**config.mk**
```make
export PLATFORM = sky130hd
export DESIGN_NAME = mem_read_arbiter
export DESIGN_NICKNAME = d
export VERILOG_FILES = /design/src/rtl/mem_read_arbiter.sv
export SDC_FILE = /design/constraint.sdc
export NUM_CORES = 1
export LEC_CHECK = 0
export CAP_MARGIN = 20
export CORE_MARGIN = 1
export CORE_UTILIZATION = 31
export CTS_BUF_LIST = sky130_fd_sc_hd__clkbuf_16
export CTS_CLUSTER_DIAMETER = 150
export DETAILED_ROUTE_END_ITERATION = 6
export GPL_ROUTABILITY_DRIVEN = 0
export HOLD_SLACK_MARGIN = 0.02
export PLACE_DENSITY = 0.84
export RECOVER_POWER = 100
export SLEW_MARGIN = 20
export SYNTH_ARGS = -nofsm -noshare
export SYNTH_HDL_FRONTEND = slang
export SYNTH_SLANG_ARGS = --single-unit
```
**constraint.sdc**
```tcl
create_clock -name clk -period 2.8 [get_ports clk]
set_clock_uncertainty 0.1 [all_clocks]
set_input_delay 0.56 -clock clk [delete_from_list [all_inputs] [get_ports clk]]
set_output_delay 0.56 -clock clk [all_outputs]
set_load 0.03 [all_outputs]
```
**src/rtl/mem_read_arbiter.sv**
```systemverilog
// Round-robin arbiter that funnels NUM_REQ Avalon-MM read requesters onto one
// shared read master and routes each in-order response back to the requester
// that issued it, using a FIFO of granted requester IDs.
//
// Ports:
//   clk, reset            - single clock, synchronous active-high reset
//   s_read/s_address/s_byteenable - per-requester read commands (packed by index)
//   s_waitrequest         - per-requester stall, low only on that requester's accept cycle
//   s_readdata            - response data broadcast to every requester
//   s_readdatavalid       - one-hot response strobe for the owning requester
//   avm_m0_*              - shared Avalon-MM read master
//   o_err                 - sticky: a response arrived with no read outstanding
module mem_read_arbiter #(
  parameter int unsigned NUM_REQ         = 4,
  parameter int unsigned MAX_OUTSTANDING = 8,
  parameter int unsigned ADDR_W          = 32
) (
  input  logic                        clk,
  input  logic                        reset,
  input  logic [NUM_REQ-1:0]          s_read,
  input  logic [NUM_REQ*ADDR_W-1:0]   s_address,
  input  logic [NUM_REQ*2-1:0]        s_byteenable,
  output logic [NUM_REQ-1:0]          s_waitrequest,
  output logic [15:0]                 s_readdata,
  output logic [NUM_REQ-1:0]          s_readdatavalid,
  output logic                        avm_m0_read,
  output logic [ADDR_W-1:0]           avm_m0_address,
  output logic [1:0]                  avm_m0_byteenable,
  input  logic [15:0]                 avm_m0_readdata,
  input  logic                        avm_m0_readdatavalid,
  input  logic                        avm_m0_waitrequest,
  output logic                        o_err
);

  localparam int unsigned IDX_W = (NUM_REQ > 1) ? $clog2(NUM_REQ) : 1;
  localparam int unsigned PTR_W = (MAX_OUTSTANDING > 1) ? $clog2(MAX_OUTSTANDING) : 1;

  // ST_HOLD: a command is stalled by waitrequest, so the grant must not move.
  typedef enum logic {ST_ARB, ST_HOLD} state_t;

  state_t           state, state_nxt;
  logic [IDX_W-1:0] rr_ptr;
  logic [IDX_W-1:0] hold_idx;
  logic [IDX_W-1:0] grant;
  logic [IDX_W-1:0] cand;
  logic             found;
  logic             accept;
  logic             pop;
  logic             rsp_orphan;
  logic             fifo_full;
  logic             fifo_empty;
  logic [PTR_W:0]   wr_ptr, rd_ptr;
  logic [IDX_W-1:0] id_mem [MAX_OUTSTANDING];
  logic [NUM_REQ-1:0] grant_oh;
  logic [NUM_REQ-1:0] head_oh;

  // Occupancy from registered pointers only: a same-cycle pop cannot unblock issue.
  assign fifo_empty = (wr_ptr == rd_ptr);
  assign fifo_full  = (wr_ptr[PTR_W] != rd_ptr[PTR_W]) &&
                      (wr_ptr[PTR_W-1:0] == rd_ptr[PTR_W-1:0]);

  // Grant selection, command issue and lock next-state.
  always_comb begin
    state_nxt = state;
    grant     = rr_ptr;
    cand      = '0;
    found     = 1'b0;
    if (state == ST_HOLD) begin
      grant = hold_idx;
    end else begin
      for (int unsigned k = 0; k < NUM_REQ; k++) begin
        cand = IDX_W'((32'(rr_ptr) + k) % NUM_REQ);
        if (!found && s_read[cand]) begin
          found = 1'b1;
          grant = cand;
        end
      end
    end
    avm_m0_read = s_read[grant] & ~fifo_full & ~reset;
    accept      = avm_m0_read & ~avm_m0_waitrequest;
    if (avm_m0_read && avm_m0_waitrequest) state_nxt = ST_HOLD;
    else                                   state_nxt = ST_ARB;
  end

  // Command mux and per-requester handshake.
  always_comb begin
    avm_m0_address    = s_address[32'(grant)*ADDR_W +: ADDR_W];
    avm_m0_byteenable = s_byteenable[32'(grant)*2 +: 2];
    grant_oh          = NUM_REQ'(1) << grant;
    s_waitrequest     = accept ? ~grant_oh : '1;
  end

  // Response routing to the oldest outstanding ID.
  always_comb begin
    pop             = avm_m0_readdatavalid & ~fifo_empty & ~reset;
    rsp_orphan      = avm_m0_readdatavalid & fifo_empty & ~reset;
    head_oh         = NUM_REQ'(1) << id_mem[rd_ptr[PTR_W-1:0]];
    s_readdatavalid = pop ? head_oh : '0;
    s_readdata      = avm_m0_readdata;
  end

  // State, round-robin pointer, FIFO pointers and error flag.
  always_ff @(posedge clk) begin
    if (reset) begin
      state    <= ST_ARB;
      rr_ptr   <= '0;
      hold_idx <= '0;
      wr_ptr   <= '0;
      rd_ptr   <= '0;
      o_err    <= 1'b0;
    end else begin
      state    <= state_nxt;
      hold_idx <= grant;
      if (accept) begin
        rr_ptr <= (grant == IDX_W'(NUM_REQ - 1)) ? '0 : grant + IDX_W'(1);
        wr_ptr <= wr_ptr + (PTR_W+1)'(1);
      end
      if (pop)        rd_ptr <= rd_ptr + (PTR_W+1)'(1);
      if (rsp_orphan) o_err  <= 1'b1;
    end
  end

  // ID storage; contents are don't-care until written, so no reset.
  always_ff @(posedge clk) begin
    if (accept) id_mem[wr_ptr[PTR_W-1:0]] <= grant;
  end

endmodule

```
==> flow_metrics.py <==
metrics = {
    "status": {
        "violations": "DRC, setup timing",
        "outcome": "finished, violations left",
    },
    "power_and_ir_drop": {
        "comb_power_share_pct": 66.9,
        "power.internal_mw": 2.08,
        "seqPwrFrac_pct": 16.5,
        "p_clk_share_pct": 16.6,
        "p_per_area_nw_per_um2": 555,
        "netSwitchingPower_mw": 1.38,
        "p_sw_share_pct": 39.9,
        "irDropWorstVdd_mv": 0.368,
        "leakage_nw": 2.54,
    },
    "drt": {
        "drtPass1Iterations": 7,
        "wl_per_cell_um": 19.0,
        "drt-initial-drc-count": 190,
        "drc": 6,
        "vias_per_cell": 5.44,
        "vias": 3883,
        "wirelength_mm": 13.6,
        "ant_nets": 0,
    },
    "logic_synthesis": {
        "synth_fp_nets": 558,
        "synth-xor-area-share_pct": 1.84,
        "synth_warnings": 0,
        "synth_top_family_by_area": "simple AND/OR/NAND/NOR gates",
        "synthAdderAreaFrac_pct": 2.63,
        "synth_area_um2": 2860,
        "synth-edff-count": 16,
        "synthCells": 392,
        "ys.flop_type": "dfxtp_1",
        "yosys.area.top_type": "nand2_1",
        "synth_top_area_share_pct": 19.4,
        "syn_avg_cell_area_um2": 7.29,
        "synth_compound_gate_area_share_pct": 16.0,
        "yosys-top-cells-area": "nand2_1, edfxtp_1, dfxtp_1",
        "synth_seq_area_share_pct": 28.7,
        "ys_ff_latch": 33,
        "ys_async_sr_fraction_pct": 0,
        "synthMuxAreaShare_pct": 5.30,
        "yosysUniqueCellTypes": 50,
        "yosys.area_share.simple_pct": 36.9,
    },
    "timing": {
        "relSlewSlack_pct": 70.8,
        "fin_tns_setup_ns": -2.20,
        "hold_violations": 0,
        "timing.fmax_ghz": 0.344,
        "layout_min_cycle_time_ns": 2.90,
        "fin_ws_ns": -0.104,
        "finalSetupViolations": 39,
        "tightest_slew_ns": 0.438,
        "report.final.slew_viol_count": 0,
        "post-route-period-util_pct": 104,
        "whs_ns": 0.378,
        "rsz0062_at_grt": "true",
    },
    "clock_tree": {
        "cts_tree": "done",
        "root_buffer": "clkbuf_16",
        "path_clk_slew_ns": 0.05,
        "numClockSinks": 33,
        "clock_latency_ns": 0.28,
        "cts-buffers-inserted": 5,
        "clock_path_buffers": 2,
        "hold_buffers": 0,
        "cts_max_level": 2,
    },
    "worst_setup_path": {
        "cp_max_fo": 8,
        "worst_ep_required_time_ns": 2.14,
        "start_kind": "input pin",
        "critical_path_class": "input pin to primary output",
        "arrival_ns": 2.24,
        "endpoint_kind": "primary output",
    },
    "global_routing": {
        "grt_pass1_vias": 4020,
        "grt_overflow": 0,
        "grt_max_degree": 42,
        "antenna_found_initial": 0,
        "gr-usage-all-layers_pct": 27.6,
        "grt_pass1_wl_mm": 20.7,
    },
    "final_layout": {
        "final_cell_mix": "nand2_1, clkdlybuf4s50_1, buf_4",
        "fin_cells": 714,
        "fin_util_pct": 70.7,
        "drive_above_1_share_pct": 30.9,
        "diodes": 0,
        "nFillCells": 609,
        "final_common_cell": "nand2_1",
        "syn_to_final_growth_pct": 118,
        "nets": 771,
    },
    "placement": {
        "post-place-ws_ns": -0.668,
        "place_inst": 682,
        "place_hpwl_mm": 9.23,
        "portBuffers": 187,
    },
    "worst_hold_path": {
        "hold_path_class": "register to register",
    },
    "floorplanning": {
        "die_w_um": 98.0,
        "coreArea_um2": 8810,
        "dieArea_um2": 9610,
        "start_util_pct": 32.5,
        "placementRows": 34,
        "ios": 220,
        "die_height_um": 98.0,
    },
    "flow_run": {
        "max-cap-violations": 0,
    },
}
final cells by class:
| class | instances | area, um2 | share of cell area (%) |
|---|---|---|---|
| clock buffer | 6 | 150 | 2.41 |
| clock inverter | 2 | 7.51 | 0.121 |
| inverter | 6 | 31.3 | 0.502 |
| multi-input combinational | 312 | 2440 | 39.2 |
| sequential | 33 | 826 | 13.3 |
| tap | 108 | 135 | 2.17 |
| timing repair buffer | 247 | 2640 | 42.3 |
per-stage QoR:
stage,power [mW],area (um2)
floorplan,1.75,3380
global placement,2.41,5400
detailed placement,2.45,5400
CTS,3.37,6100
global route,3.60,6230
finish,3.46,6230
synth_stat cells, drive strengths merged (4+ instances only):
library cell  instances
a31oi                35
inv                   6
dfxtp                17
nand2               148
nand2b                5
nand3                 7
a21oi                 8
mux4                  4
xnor2                 4
and3                 37
edfxtp               16
mux2i                 5
nor2                 12
clkbuf               19
o21ai                 5
buf                  23
ha                    6
worst paths after layout:
check,from,end,slack (ns),cells past startpoint
setup / recovery,s_read[2],avm_m0_address[20],-0.10,11
hold / removal,o_err,o_err,0.38,2
setup reg to reg,rr_ptr[0],id_mem[7][0],0.17,8
hold reg to reg,o_err,o_err,0.38,2
state kept, by name (all words and copies together) (netlist names), named ones only:
register	cells
id_mem	16
rd_ptr	4
wr_ptr	4
hold_idx	2
rr_ptr	2
o_err	1
state	1
power by group through the flow:
stage / Sequential, mW / Combinational [mW] / Clock [mW]
final: 0.571 / 2.31 / 0.572
after global routing: 0.574 / 2.43 / 0.596
after CTS: 0.569 / 2.22 / 0.574
after detailed placement: 0.576 / 1.87 / 0
after global placement: 0.575 / 1.83 / 0
after floorplan: 0.572 / 1.18 / 0
cells by family (layout without fill, tap and decap cells):
group           after synthesis  after routing
compound gates               62             62
xor+xnor                      6              6
fa+ha+maj                     6              6
buf+inv                      48            261
flops                        33             33
mux                          10             10
simple gates                227            228
timing repair:
action / CTS / global route
pin swaps: 14 / 5
gates cloned: 5 / 2
setup buffers: 13 / 4
resized for setup: 93 / 12
setup endpoints to repair: 59 / 43
critical path, stage by stage:
cell and delay, ns:
buf_8 0.10, nor2b_4 0.12, o21a_1 0.17, o31a_4 0.37, inv_8 0.11, buf_6 0.11, buf_16 0.12, nand2_1 0.05
and3_1 0.21, a31oi_4 0.17, buf_6 0.15
per-layer routing:
metal	track usage, %	up-vias	share of wire [%]
li1	-	1793	-
met1	29.4	1847	36
met2	52.4	203	54
met3	5.23	40	6.6
met4	12.1	0	3.6
met5	0	-	0
Power figures use the tool's default switching activity.
